## src/rtl/image_loader_pkg.sv

```systemverilog
// image_loader_pkg: FSM states and UART register map shared by the image loader
package image_loader_pkg;

    typedef enum logic [2:0] {IDLE, POLL, READ, WRITE, DONE} state_t;

    localparam logic [4:0] RX_BASE     = 5'd0;
    localparam logic [4:0] TX_BASE     = 5'd4;
    localparam logic [4:0] STATUS_BASE = 5'd8;

    localparam int RX_OK_BIT = 7;
    localparam int TX_OK_BIT = 6;

endpackage

```

## src/rtl/image_loader_if.sv

```systemverilog
// image_loader_if: Avalon-MM bus between the image loader and the UART core
interface image_loader_if;

    logic [4:0]  address;
    logic        read;
    logic [31:0] readdata;
    logic        write;
    logic [31:0] writedata;
    logic        waitrequest;

    modport master (output address, read, write, writedata, input readdata, waitrequest);
    modport slave  (input address, read, write, writedata, output readdata, waitrequest);

endinterface

```

## src/rtl/image_loader_byte_packer.sv

```systemverilog
// byte_packer: packs bytes MSB-first into a DW-bit word, left-justifying a partial word
module byte_packer #(
    parameter int DW = 16
) (
    input  logic          i_clk,
    input  logic          i_rst_n,
    input  logic          i_clear,
    input  logic          i_shift,
    input  logic [7:0]    i_byte,
    output logic          o_last_lane,
    output logic [DW-1:0] o_word
);

    localparam int BPW = DW / 8;
    localparam int LW  = $clog2(BPW + 1);

    logic [DW-1:0] pack_q, pack_d, shift_word;
    logic [LW-1:0] lanes_q, lanes_d;

    if (DW == 8) begin : g_single
        assign shift_word = i_byte;
    end else begin : g_multi
        assign shift_word = {pack_q[DW-9:0], i_byte};
    end

    // clear wins over shift so a word boundary and a restart never mix bytes
    always_comb begin
        pack_d  = pack_q;
        lanes_d = lanes_q;
        if (i_clear) begin
            pack_d  = '0;
            lanes_d = '0;
        end else if (i_shift) begin
            pack_d  = shift_word;
            lanes_d = lanes_q + LW'(1);
        end
    end

    // pack register and lane count
    always_ff @(posedge i_clk or negedge i_rst_n) begin
        if (!i_rst_n) begin
            pack_q  <= '0;
            lanes_q <= '0;
        end else begin
            pack_q  <= pack_d;
            lanes_q <= lanes_d;
        end
    end

    assign o_last_lane = lanes_q == LW'(BPW - 1);
    assign o_word      = pack_q << (8 * (BPW - int'(lanes_q)));

endmodule

```

## src/rtl/image_loader.sv

```systemverilog
// image_loader: drains a UART over Avalon-MM and writes the packed bytes into SRAM
module image_loader
    import image_loader_pkg::*;
#(
    parameter int          TOTAL_BYTES = 460800,
    parameter int          SRAM_AW     = 20,
    parameter int          SRAM_DW     = 16,
    parameter int unsigned BASE_ADDR   = 0,
    parameter int          CNT_W       = 19
) (
    input  logic               i_clk,
    input  logic               i_rst_n,
    input  logic               i_start,
    input  logic               i_abort,
    image_loader_if.master     avm,
    output logic               o_sram_we,
    output logic [SRAM_AW-1:0] o_sram_addr,
    output logic [SRAM_DW-1:0] o_sram_data,
    output logic               o_busy,
    output logic               o_finished,
    output logic [CNT_W-1:0]   o_byte_cnt
);

    state_t             state_q, state_d;
    logic               read_q, read_d;
    logic [CNT_W-1:0]   cnt_q, cnt_d;
    logic [SRAM_AW-1:0] addr_q, addr_d;
    logic               xfer, go, last_lane, last_byte, all_bytes, shift, clear;
    logic [SRAM_DW-1:0] word;
    logic               unused_rd;

    assign xfer      = avm.read && !avm.waitrequest;
    assign go        = i_start && !i_abort && (state_q == IDLE || state_q == DONE);
    assign last_byte = cnt_q == CNT_W'(TOTAL_BYTES - 1);
    assign all_bytes = cnt_q == CNT_W'(TOTAL_BYTES);
    assign shift     = state_q == READ && xfer && !i_abort;
    assign clear     = go || i_abort || state_q == WRITE;
    assign unused_rd = ^avm.readdata[31:8];

    byte_packer #(.DW(SRAM_DW)) u_packer (
        .i_clk       (i_clk),
        .i_rst_n     (i_rst_n),
        .i_clear     (clear),
        .i_shift     (shift),
        .i_byte      (avm.readdata[7:0]),
        .o_last_lane (last_lane),
        .o_word      (word)
    );

    // state and datapath registers
    always_ff @(posedge i_clk or negedge i_rst_n) begin
        if (!i_rst_n) begin
            state_q <= IDLE;
            read_q  <= 1'b0;
            cnt_q   <= '0;
            addr_q  <= SRAM_AW'(BASE_ADDR);
        end else begin
            state_q <= state_d;
            read_q  <= read_d;
            cnt_q   <= cnt_d;
            addr_q  <= addr_d;
        end
    end

    // next state; abort overrides every transition
    always_comb begin
        state_d = state_q;
        if (i_abort) begin
            state_d = IDLE;
        end else begin
            case (state_q)
                IDLE, DONE: state_d = i_start ? POLL : state_q;
                POLL:       state_d = (xfer && avm.readdata[RX_OK_BIT]) ? READ : POLL;
                READ:       state_d = xfer ? ((last_lane || last_byte) ? WRITE : POLL) : READ;
                WRITE:      state_d = all_bytes ? DONE : POLL;
                default:    state_d = IDLE;
            endcase
        end
    end

    // read is low on state entry and after each completion, giving a one-cycle gap
    always_comb begin
        read_d = (state_q == POLL || state_q == READ) && !i_abort && !xfer;
        cnt_d  = go ? '0 : shift ? cnt_q + CNT_W'(1) : cnt_q;
        addr_d = go ? SRAM_AW'(BASE_ADDR) : (state_q == WRITE) ? addr_q + SRAM_AW'(1) : addr_q;
    end

    // Moore outputs decoded from the current state
    always_comb begin
        o_sram_we   = state_q == WRITE;
        o_sram_data = o_sram_we ? word : '0;
        o_busy      = state_q == POLL || state_q == READ || state_q == WRITE;
        o_finished  = state_q == DONE;
        avm.address = (state_q == READ) ? RX_BASE : STATUS_BASE;
    end

    assign avm.read      = read_q;
    assign avm.write     = 1'b0;
    assign avm.writedata = '0;
    assign o_sram_addr   = addr_q;
    assign o_byte_cnt    = cnt_q;

endmodule

```

## src/flat_wrapper.sv

```systemverilog
// flat-port wrapper written by rule: the top's interface ports become plain ports
module image_loader_flat import image_loader_pkg::*;
#(
    parameter int          TOTAL_BYTES = 460800,
    parameter int          SRAM_AW     = 20,
    parameter int          SRAM_DW     = 16,
    parameter int unsigned BASE_ADDR   = 0,
    parameter int          CNT_W       = 19
)
  (i_clk, i_rst_n, i_start, i_abort, o_sram_we, o_sram_addr, o_sram_data, o_busy, o_finished, o_byte_cnt, avm_address, avm_read, avm_write, avm_writedata, avm_readdata, avm_waitrequest);
  image_loader_if avm_i ();
  input  logic i_clk;
  input  logic i_rst_n;
  input  logic i_start;
  input  logic i_abort;
  output logic o_sram_we;
  output logic [SRAM_AW-1:0] o_sram_addr;
  output logic [SRAM_DW-1:0] o_sram_data;
  output logic o_busy;
  output logic o_finished;
  output logic [CNT_W-1:0] o_byte_cnt;
  output wire logic [$bits(avm_i.address)-1:0] avm_address;
  output wire logic [$bits(avm_i.read)-1:0] avm_read;
  output wire logic [$bits(avm_i.write)-1:0] avm_write;
  output wire logic [$bits(avm_i.writedata)-1:0] avm_writedata;
  input wire logic [$bits(avm_i.readdata)-1:0] avm_readdata;
  input wire logic [$bits(avm_i.waitrequest)-1:0] avm_waitrequest;
  assign avm_address = avm_i.address;
  assign avm_read = avm_i.read;
  assign avm_write = avm_i.write;
  assign avm_writedata = avm_i.writedata;
  assign avm_i.readdata = avm_readdata;
  assign avm_i.waitrequest = avm_waitrequest;
  image_loader #(.TOTAL_BYTES(TOTAL_BYTES), .SRAM_AW(SRAM_AW), .SRAM_DW(SRAM_DW), .BASE_ADDR(BASE_ADDR), .CNT_W(CNT_W)) u_core (.i_clk(i_clk), .i_rst_n(i_rst_n), .i_start(i_start), .i_abort(i_abort), .avm(avm_i), .o_sram_we(o_sram_we), .o_sram_addr(o_sram_addr), .o_sram_data(o_sram_data), .o_busy(o_busy), .o_finished(o_finished), .o_byte_cnt(o_byte_cnt));
endmodule
```

## config.mk

```make
export PLATFORM = sky130hd
export DESIGN_NAME = image_loader_flat
export DESIGN_NICKNAME = d
export VERILOG_FILES = /design/src/rtl/image_loader_pkg.sv /design/src/rtl/image_loader_if.sv /design/src/rtl/image_loader_byte_packer.sv /design/src/rtl/image_loader.sv /design/src/flat_wrapper.sv
export SDC_FILE = /design/constraint.sdc
export NUM_CORES = 1
export LEC_CHECK = 0
export CAP_MARGIN = 25
export CORE_ASPECT_RATIO = 1.4
export CORE_MARGIN = 1.5
export CORE_UTILIZATION = 30
export CTS_CLUSTER_DIAMETER = 80
export DETAILED_ROUTE_END_ITERATION = 7
export PLACE_DENSITY = 0.63
export SETUP_SLACK_MARGIN = 0.02
export SLEW_MARGIN = 5
export SYNTH_ARGS = -nofsm -noshare
export SYNTH_HDL_FRONTEND = slang
export SYNTH_HIERARCHICAL = 1
export SYNTH_SLANG_ARGS = --single-unit
```

## constraint.sdc

```tcl
create_clock -name i_clk -period 1.9 [get_ports i_clk]
set_input_delay 0.475 -clock i_clk [delete_from_list [all_inputs] [get_ports i_clk]]
set_output_delay 0.475 -clock i_clk [all_outputs]
set_load 0.1 [all_outputs]
```

Word level (Yosys, flattened, before mapping)
Cells that the tools add are included.

operators by class
  $add $sub $neg = 4
  shift operators = 1
  muxes and demuxes = 17
  reductions and logical operators = 22
  eq/ne operators = 8

operators with widths
  kind                     number
  $mux W16                 3
  $mux W20                 2
  $eq A19 B19 Y1 const B   2
  $mux W19                 2
  $shl A16 B32 Y16         1
  $add A20 B1 Y20 const B  1
  $add A19 B1 Y19 const B  1
  $mux W3                  4
  $pmux W3 S4              1
  $logic_and A1 B1 Y1      8
  $mux W2                  4
  $eq A3 B2 Y1 const B     2
  $logic_or A1 B1 Y1       6
  $reduce_bool A2 Y1       3
  $mux W4                  1
  $eq A3 B1 Y1 const B     1
  $eq A3 B3 Y1 const B     1
  $logic_not A1 Y1         3
  $logic_not A3 Y1         1
  $ne A3 B3 Y1 const B     1
  $sub A2 B2 Y3 const A    1
  $add A2 B1 Y2 const B    1
  $eq A2 B1 Y1 const B     1
  $reduce_or A2 Y1         1

word-level totals
  output and inout port bits = 97
  input bits = 37
  register bits after elaboration = 61
  logic and storage cells = 58

Depth between registers and ports, before layout
Gate-level depths: netlist of the first run.

  word-level depth = 6
  depth in mapped cells = 9
  depth with buffers taken out = 6

By module
The synthesis of the first run kept the hierarchy.

modules (own cells, without submodules)
  module        area each (um2)  times used  cells an instance  seq. area each (um2)
  image_loader  2781.4           1           315                1076.0
  byte_packer   955.9            1           90                 450.4

Worst setup path after synthesis of the first run
OpenSTA, ideal clock, no wires.

  path type = register -> output
  start point = register u_core.state_q[2]
  end point = output port o_sram_data[10]
  stages on the path, launching flop included = 7
  arrival time = 2724 ps
  data required time = 1425 ps
  path slack = -1299 ps
  buffers on the path = 3
  cell sequence = dfrtp_1 buf_6 nand3b_4 buf_2 inv_1 clkbuf_1 and2_1

between the ends
  cells in the longest elaborated chain, start to end = 2

ends and longest elaborated chain
  element                   line                RTL
  start: declaration        image_loader.sv:24  state_t state_q, state_d;
  start signal: assignment  image_loader.sv:58  state_q <= state_d;
  $eq A3 B2 Y1              image_loader.sv:90  o_sram_we = state_q == WRITE;
  net o_sram_we             flat_wrapper.sv:16  output logic o_sram_we;
  $mux W16                  image_loader.sv:91  o_sram_data = o_sram_we ? word : '0;
  end: declaration          flat_wrapper.sv:18  output logic [SRAM_DW-1:0] o_sram_data;

The timed path passes the listed nets, and every way through them passes these cells.

Worst setup path in the final report of the first run
  start point = register u_core.u_packer.lanes_q[1]
  end point = output port o_sram_data[15]

between the ends
  cells in the longest elaborated chain, start to end = 3

ends and longest elaborated chain
  element                   line                            RTL
  start: declaration        image_loader_byte_packer.sv:18  logic [LW-1:0] lanes_q, lanes_d;
  start signal: assignment  image_loader_byte_packer.sv:46  lanes_q <= lanes_d;
  $sub A2 B2 Y3             image_loader_byte_packer.sv:51  assign o_word = pack_q << (8 * (BPW - int'(lanes_q)));
  $shl A16 B32 Y16          image_loader_byte_packer.sv:51
  net u_core.word[15]       image_loader.sv:29              logic [SRAM_DW-1:0] word;
  $mux W16                  image_loader.sv:91

The timed path passes the listed nets, and every way through them passes these cells.

==> results.md, run 1 <==
| Stage | Parameter | This run |
|---|---|---|
| power | PnR Total Power | 3440 uW |
| run status | Violations in the final reports | setup timing |
| clock tree | Source-to-sink clock delay at the later pin of the worst-skew pair | 0.33 ns |
| synthesis | Summed instance area of the synthesized netlist | 0.00374 mm2 |
| drt | DR vias/cell | 4.87 |
| timing | Upper clock frequency limit | 0.452 GHz |
| timing | Period utilisation layout | 117% |
| timing | Total setup violations reported at the end of the flow | 18 |
| power | Relative contribution of the clock network to total power | 46.7% |
| power | Power density cells | 558 mW/mm2 |
| power | Leakage dissipation | 0.00243 uW |
| global route | Overall Global Routing Usage | 14.9% |
| floorplan | Std-Cell Rows | 48 |
| placement | Post-place setup slack | -0.424 ns |
| worst setup path | Req. time, crit path | 1.42 ns |
| drt | Wire per inst | 14.7 um |
| worst setup path | Start-to-end type of the worst setup path | reg2out |
| drt | Antenna Nets Post-Route | 0 |
| floorplan | Die Area | 0.0131 mm2 |
| run | Maxcap violations | 0 |
| power | Switching part of the total | 28.8% |
| global route | Antenna violations before repair | 0 |
| clock tree | CTS H-tree lvls | 3 |
| final layout | Final standard cell count with taps included and fillers excluded | 676 |
| global route | Pin count of the biggest net entering global routing | 62 |
| worst setup path | Critical Path, Cell by Cell | buf_6, ha_2, or2_4, nor2_2, and2_4, buf_12 |
| timing | Worst hold slack | 0.161 ns |
| timing | Clock Skew | 0.00507 ns |
| power | Sequential fraction of design power | 38.1% |
| drt | Number of violations reported at the end of detailed-routing iteration 0 | 110 |
| synthesis | Area share of the leading cell type in the synthesized netlist | 40.8% |
| synthesis | Synthesized netlist cell count | 405 |
| worst setup path | Critical Path Start Type | flop |
| synthesis | Cell taking the most area after synthesis | dfrtp_1 |
| floorplan | CORE AREA | 0.0123 mm2 |
| synthesis | Cell types with the largest area share after synthesis | dfrtp_1 41%, buf_4 8.0%, mux2i_1 6.4% |
| drt | DRC | 0 |
| floorplan | DIE WIDTH | 97.3 um |
| placement | Number of instances in the placed design | 647 |
| floorplan | Number of I/O pins | 134 |
| clock tree | Number of clock buffers inserted by TritonCTS | 9 |
| run status | Result of the run | finished, violations left |
| floorplan | Height of the die | 135 um |
| worst hold path | Hold Crit Class | in2async |
| synthesis | Post-Syn Area per Cell | 9.23 um2 |
| power | Maximum ir drop on the vdd rail | 0.000343 V |
| floorplan | Initial Utilization | 30.5% |
| final layout | Ant. Diodes | 0 |
| final layout | Core Util, Final | 50.3% |
| synthesis | Primary flip-flop cell chosen by synthesis mapping | dfrtp_1 |
| synthesis | Portion of the post-synthesis area used by sequential elements | 40.8% |
| drt | First-pass iteration count of the detailed router | 4 |
| power | Sw Pwr | 989 uW |
| synthesis | Number of enable-type register cells in the synthesized netlist | 0 |
| synthesis | Synthesis-stage register bit count | 61 |
| clock tree | Clock transition at the registers of the reported paths | 0.05 ns |
| clock tree | Number of clock sinks | 61 |
| final layout | Share of final-layout standard cells stronger than drive strength 1 | 45.1% |
| final layout | Layout-stage area growth over the synthesis result | 64.8% |
| timing | Shortest clock period the worst path allows after layout | 2.21 ns |
| worst setup path | Biggest cell delay along the critical path | 0.40 ns |
| power | Internal power of the cells | 2450 uW |
| clock tree | TritonCTS clock tree | done |
| power | Proportion of power drawn by combinational gates | 15.2% |
| worst setup path | Critical Path End Type | output pin |
| clock tree | Cell chosen for the clock root | clkbuf_16 |
| synthesis | Share of synthesized flip-flops with an asynchronous set or reset | 100% |
| timing | Number of failing hold endpoints at the final stage | 0 |
| timing | Max-slew violation total from the final report | 0 |
| placement | Port buffer count | 72 |
| global route | Number of global-route vias before repair | 3203 |
| global route | Remaining global-route overflow | 0 |
| global route | Global-route wire length before repair | 15800 um |
| drt | Number of vias after detailed routing | 3294 |
| synthesis | Distinct cell type count after synthesis | 50 |
| placement | Detailed-placement wirelength estimate | 6840 um |
| worst setup path | Worst Path Max Fanout | 8 |
| placement | Final weighted congestion in routability-driven placement | 0.801 |
| drt | Wire length after detailed routing | 9960 um |
| clock tree | Quantity of hold-fixing buffers added after cts | 0 |
| timing | Crit path setup slack, layout | -0.314 ns |
| final layout | Final #Nets | 563 |
| timing | Unrepaired setup endpoints after global routing | true |
| final layout | Fillers | 1126 |
| worst setup path | Data arrival time at the worst-slack endpoint | 1.74 ns |
| clock tree | Max clock buf depth | 2 |
| synthesis | Number of warning messages in the yosys log | 6 |
| worst setup path | Critical path's slowest cell | dfrtp_1 |
[cell usage in the layout (no fill, tap or decap), drive strengths merged, types with 2 or more instances in the layout]
master | netlist | layout
and4 | 3 | 3
dfrtp | 61 | 61
xnor2 | 10 | 10
nand4b | 3 | 3
clkbuf | 9 | 18
conb | 1 | 37
nor2 | 45 | 45
nor3b | 3 | 3
or4 | 12 | 13
and3 | 3 | 3
nor4 | 4 | 4
dlygate4sd2 | 0 | 2
nand4 | 10 | 10
xor2 | 5 | 5
nand3 | 12 | 12
nand2 | 19 | 19
a21oi | 25 | 25
ha | 5 | 5
or3 | 13 | 13
o21ai | 13 | 13
buf | 49 | 113
nor4b | 3 | 3
or2 | 3 | 3
o31ai | 10 | 10
clkdlybuf4s50 | 0 | 9
mux2i | 24 | 24
and2 | 25 | 25
nor3 | 4 | 4
nand2b | 3 | 3
inv | 14 | 13
[synthesized netlist by cell type, drive strengths merged (3+ instances only)]
library cell / count
and3: 3
or4: 12
o21ai: 13
nor4: 4
nor2: 45
a21oi: 25
nand2: 19
ha: 5
mux2i: 24
nor3: 4
o31ai: 10
nand2b: 3
nor3b: 3
buf: 49
nand4: 10
nor4b: 3
nand3: 12
or2: 3
inv: 14
and4: 3
xor2: 5
clkbuf: 9
nand4b: 3
or3: 13
dfrtp: 61
xnor2: 10
and2: 25
[per-stage QoR]
step	TNS [ns]	instance area [um2]
CTS	-4.58	5930
floorplan	-0.823	4120
finish	-4.40	6160
detailed placement	-14.66	5520
global placement	-12.69	5520
global route	-5.86	6160
[layer usage]
layer / vias up / part of all wire, % / track usage (%)
met5: - / 0 / 0
met4: 0 / 1.5 / 5.40
met3: 11 / 4.2 / 3.26
met2: 99 / 53 / 26.8
met1: 1605 / 41 / 17.5
li1: 1579 / - / -
[registers in the layout, indices dropped and copies added, names as in the netlist]
register	flops
u_core/avm.read	1
u_core/o_byte_cnt	19
u_core/o_sram_addr	20
u_core/state_q	3
u_core/u_packer/lanes_q	2
u_core/u_packer/pack_q	16
[cell families after synthesis]
| group | after synthesis | synth area share (%) |
|---|---|---|
| muxes | 24 | 6.43 |
| adders and majority gates | 5 | 1.67 |
| and+or+nand+nor | 169 | 25.7 |
| AOI/OAI and AO/OA | 58 | 9.27 |
| other | 1 | 0.100 |
| DFF | 61 | 40.8 |
| buffers and inverters | 72 | 12.5 |
| xor gates and xnor gates | 15 | 3.52 |
[power by group through the flow]
| stage | clock [uW] | sequential (uW) | combinational (uW) |
|---|---|---|---|
| CTS | 1640 | 1310 | 518 |
| global placement | 0 | 1330 | 511 |
| floorplan | 0 | 1340 | 448 |
| detailed placement | 0 | 1330 | 513 |
| global route | 1700 | 1310 | 544 |
| finish | 1610 | 1310 | 523 |
[cell type report]
cell class                      count  area [um2]  share of cell area, %
Multi-Input combinational cell    309        2160                   35.1
Timing Repair Buffer              126        1820                   29.5
Sequential cell                    61        1620                   26.3
Clock buffer                       16         302                   4.89
Tap cell                          150         188                   3.05
Inverter                           14        68.8                   1.12
[critical path, delay by kind of cell (launching register included)]
kind                       cells  cell delay [ns]
buffers and inverters          2             0.29
and+or+nand+nor                3             0.57
adders and majority gates      1             0.15
DFF                            1             0.40
[final timing paths]
path / slack, ns / endpoint / depth (start not counted) / from
max: -0.31 / o_sram_data[15] / 6 / u_core/u_packer/lanes_q[1]
min: 0.16 / u_core/u_packer/pack_q[7] / 2 / i_rst_n
max reg2reg: 0.02 / u_core/o_byte_cnt[16] / 6 / u_core/state_q[0]
min reg2reg: 0.52 / u_core/u_packer/pack_q[9] / 2 / u_core/u_packer/pack_q[9]
max in group asynchronous: 1.44 / u_core/o_sram_addr[10] / 2 / i_rst_n
min in group i_clk: 0.52 / u_core/u_packer/pack_q[9] / 2 / u_core/u_packer/pack_q[9]
[what timing repair did]
action,CTS,global route
pin swaps,10,21
cloned,1,3
resized for setup,22,37
endpoints found under the setup margin,39,52
setup buffers,4,6
Note: power is estimated with default switching activity, not from simulation.
==> inputs of run 2 (changes only) <==
--- a/config.mk
+++ b/config.mk
@@ -5,9 +5,9 @@
 export SDC_FILE = /design/constraint.sdc
 export NUM_CORES = 1
 export LEC_CHECK = 0
-export CAP_MARGIN = 25
+export CAP_MARGIN = 20
 export CORE_ASPECT_RATIO = 1.4
-export CORE_MARGIN = 1.5
+export CORE_MARGIN = 2
 export CORE_UTILIZATION = 30
 export CTS_CLUSTER_DIAMETER = 80
 export DETAILED_ROUTE_END_ITERATION = 7
==> results.md, run 2 (synthesized netlist as in run 1, its figures left out) <==
| Stage | Parameter | This run | Delta |
|---|---|---|---|
| worst setup path | Critical path's slowest cell | dfrtp_2 |  |
| worst setup path | R2R depth | 5 | -1 |
| global route | Number of global-route vias before repair | 3273 | +2.2% |
| drt | Number of vias after detailed routing | 3376 | +2.5% |
| timing | Final setup TNS | -4.34 ns | +0.0562 ns |
| clock tree | Clock transition at the registers of the reported paths | 0.05 ns | about the same |
| placement | Detailed-placement wirelength estimate | 7080 um | +3.5% |
| global route | Global-route wire length before repair | 16300 um | +3.2% |
| placement | Port buffer count | 72 | unchanged |
| timing | Period utilisation layout | 117% | +0.80 points |
| clock tree | Source-to-sink clock delay at the later pin of the worst-skew pair | 0.33 ns | about the same |
| worst setup path | Critical Path Start Type | flop |  |
| worst setup path | Startpoint of the worst-slack reg-to-reg timing path | u_core/o_sram_addr[1] |  |
| drt | DR vias/cell | 4.91 | +0.70% |
| worst setup path | Total buffers and inverters traversed by the critical path | 1 | -1 |
| floorplan | DIE WIDTH | 98.3 um | +1.0% |
| drt | DRC | 0 | unchanged |
| global route | Overall Global Routing Usage | 15.1% | +0.13 points |
| global route | Pin count of the biggest net entering global routing | 62 | unchanged |
| timing | Number of failing hold endpoints at the final stage | 0 | unchanged |
| drt | First-pass iteration count of the detailed router | 4 | unchanged |
| worst setup path | Worst Path Max Fanout | 8 | unchanged |
| final layout | Number of flip-flops under the largest register name | 20 | unchanged |
| worst setup path | Register-to-register setup slack | -0.02 ns | -0.04 ns |
| run | Maxcap violations | 0 | unchanged |
| worst setup path | Biggest cell delay along the critical path | 0.43 ns | +0.03 ns |
| floorplan | Number of I/O pins | 134 | unchanged |
| final layout | Share of final-layout standard cells stronger than drive strength 1 | 45.0% | -0.076 points |
| run status | Violations in the final reports | setup timing |  |
| timing | Clock Skew | 0.00389 ns | -0.00118 ns |
| worst setup path | Critical Path End Type | output pin |  |
| clock tree | Quantity of hold-fixing buffers added after cts | 0 | unchanged |
| final layout | Post-route design area | 0.00631 mm2 | +2.4% |
| final layout | Final standard cell count with taps included and fillers excluded | 688 | +1.8% |
| drt | Wire per inst | 15.4 um | +4.5% |
| placement | Post-detailed-placement cell area | 0.00549 mm2 | -0.41% |
| floorplan | Std-Cell Rows | 48 | unchanged |
| final layout | Fillers | 1069 | -5.1% |
| timing | Unrepaired setup endpoints after global routing | true |  |
| timing | Total setup violations reported at the end of the flow | 20 | +2 |
| worst setup path | Req. time, crit path | 1.42 ns | about the same |
| drt | Antenna Nets Post-Route | 0 | unchanged |
| worst setup path | Critical Path, Cell by Cell | ha_4, or2_4, nor2_1, and2_4, buf_12 |  |
| final layout | Most common cell after layout, fill and taps aside | buf_12 |  |
| worst setup path | Data arrival time at the worst-slack endpoint | 1.75 ns | about the same |
| timing | Upper clock frequency limit | 0.449 GHz | -0.69% |
| timing | Worst hold slack | 0.148 ns | -0.0127 ns |
| global route | Antenna violations before repair | 0 | unchanged |
| power | Power density cells | 536 mW/mm2 | -4.0% |
| placement | Number of instances in the placed design | 644 | -0.46% |
| final layout | Ant. Diodes | 0 | unchanged |
| worst setup path | Crit-path leading delay family | simple AND/OR/NAND/NOR gates |  |
| power | Maximum ir drop on the vdd rail | 0.000349 V | +1.6% |
| timing | Crit path setup slack, layout | -0.329 ns | -0.0153 ns |
| final layout | Layout-stage area growth over the synthesis result | 68.8% |  |
| placement | Post-place setup slack | -0.418 ns | +0.00539 ns |
| timing | Shortest clock period the worst path allows after layout | 2.23 ns | +0.0153 ns |
| worst setup path | Crit path launch | u_core/u_packer/lanes_q[0] |  |
| final layout | Commonest cells after routing, fill and taps aside | 64 x buf_12, 44 x buf_4, 37 x nor2_1, 37 x conb_1, 24 x dfrtp_1 |  |
| floorplan | Height of the die | 136 um | +0.74% |
| clock tree | TritonCTS clock tree | done |  |
| floorplan | Initial Utilization | 30.5% | unchanged |
| clock tree | Cell chosen for the clock root | clkbuf_16 |  |
| clock tree | CTS H-tree lvls | 3 | unchanged |
| power | Leakage dissipation | 0.00253 uW | +4.0% |
| placement | Final weighted congestion in routability-driven placement | 0.799 | -0.19% |
| clock tree | Max clock buf depth | 2 | unchanged |
| floorplan | Die Area | 0.0134 mm2 | +1.8% |
| drt | Number of violations reported at the end of detailed-routing iteration 0 | 144 | +31% |
| global route | Remaining global-route overflow | 0 | unchanged |
| drt | Wire length after detailed routing | 10600 um | +6.4% |
| run status | Result of the run | finished, violations left |  |
| clock tree | Number of clock buffers inserted by TritonCTS | 9 | unchanged |
| timing | Max-slew violation total from the final report | 0 | unchanged |
| floorplan | CORE AREA | 0.0123 mm2 | unchanged |
| worst hold path | Hold Crit Class | in2async |  |
| worst setup path | Worst flop-to-flop path endpoint | u_core/o_sram_addr[14] |  |
| final layout | Final #Nets | 575 | +2.1% |
| worst setup path | Start-to-end type of the worst setup path | reg2out |  |
| clock tree | Number of clock sinks | 61 | unchanged |
==> run 2: power breakdown <==
group	leakage (uW)	switching [uW]	internal [uW]	total, uW
Clock	0.000134	560	953	1510
Sequential	0.000783	5.38	1310	1310
Combinational	0.00161	450	106	556
Total	0.00253	1020	2360	3380
==> run 2: cell type report <==
cell class | count | area (um2) | area share [%]
sequential | 61 | 1620 | 25.7
timing repair buffer | 137 | 1970 | 31.3
clock inverter | 1 | 5.00 | 0.0793
clock buffer | 15 | 268 | 4.25
multi-input combinational | 308 | 2150 | 34.1
timing repair inverter | 2 | 32.5 | 0.516
inverter | 14 | 66.3 | 1.05
tap | 150 | 188 | 2.98
==> run 2: worst max path at each step <==
stage                                        end  slack, ns  cells past startpoint
after floorplan           u_core/o_sram_addr[18]      -0.23                      6
after global placement      u_core/o_byte_cnt[6]      -0.36                      4
after detailed placement    u_core/o_byte_cnt[6]      -0.42                      4
after CTS                         o_sram_data[8]      -0.32                      6
after global routing             o_sram_data[15]      -0.40                      6
final                            o_sram_data[10]      -0.33                      5
==> run 2: timing repair <==
action / CTS / global route
setup endpoints to repair: 27 / 53
pin swaps: 14 / 28
cloned: 1 / 6
gates resized for setup: 28 / 45
buffers inserted: 7 / 16
==> run 2: metrics by stage <==
| step | utilization (%) | total power (uW) |
|---|---|---|
| 3_5_place_dp | 44.8 | 1850 |
| 5_1_grt | 51.5 | 3480 |
| 4_1_cts | 48.3 | 3380 |
| 3_3_place_gp | 44.8 | 1840 |
| 2_1_floorplan | - | 1790 |
| 6_report | 51.5 | 3380 |
==> run 2: routing by layer <==
layer  GRT usage (%)  part of all wire (%)  routed length [um]
met1            17.4                    39                4080
met2            26.8                    55                5810
met3            3.86                   4.7                 497
met4            5.56                   1.9                 205
met5               0                     0                   0
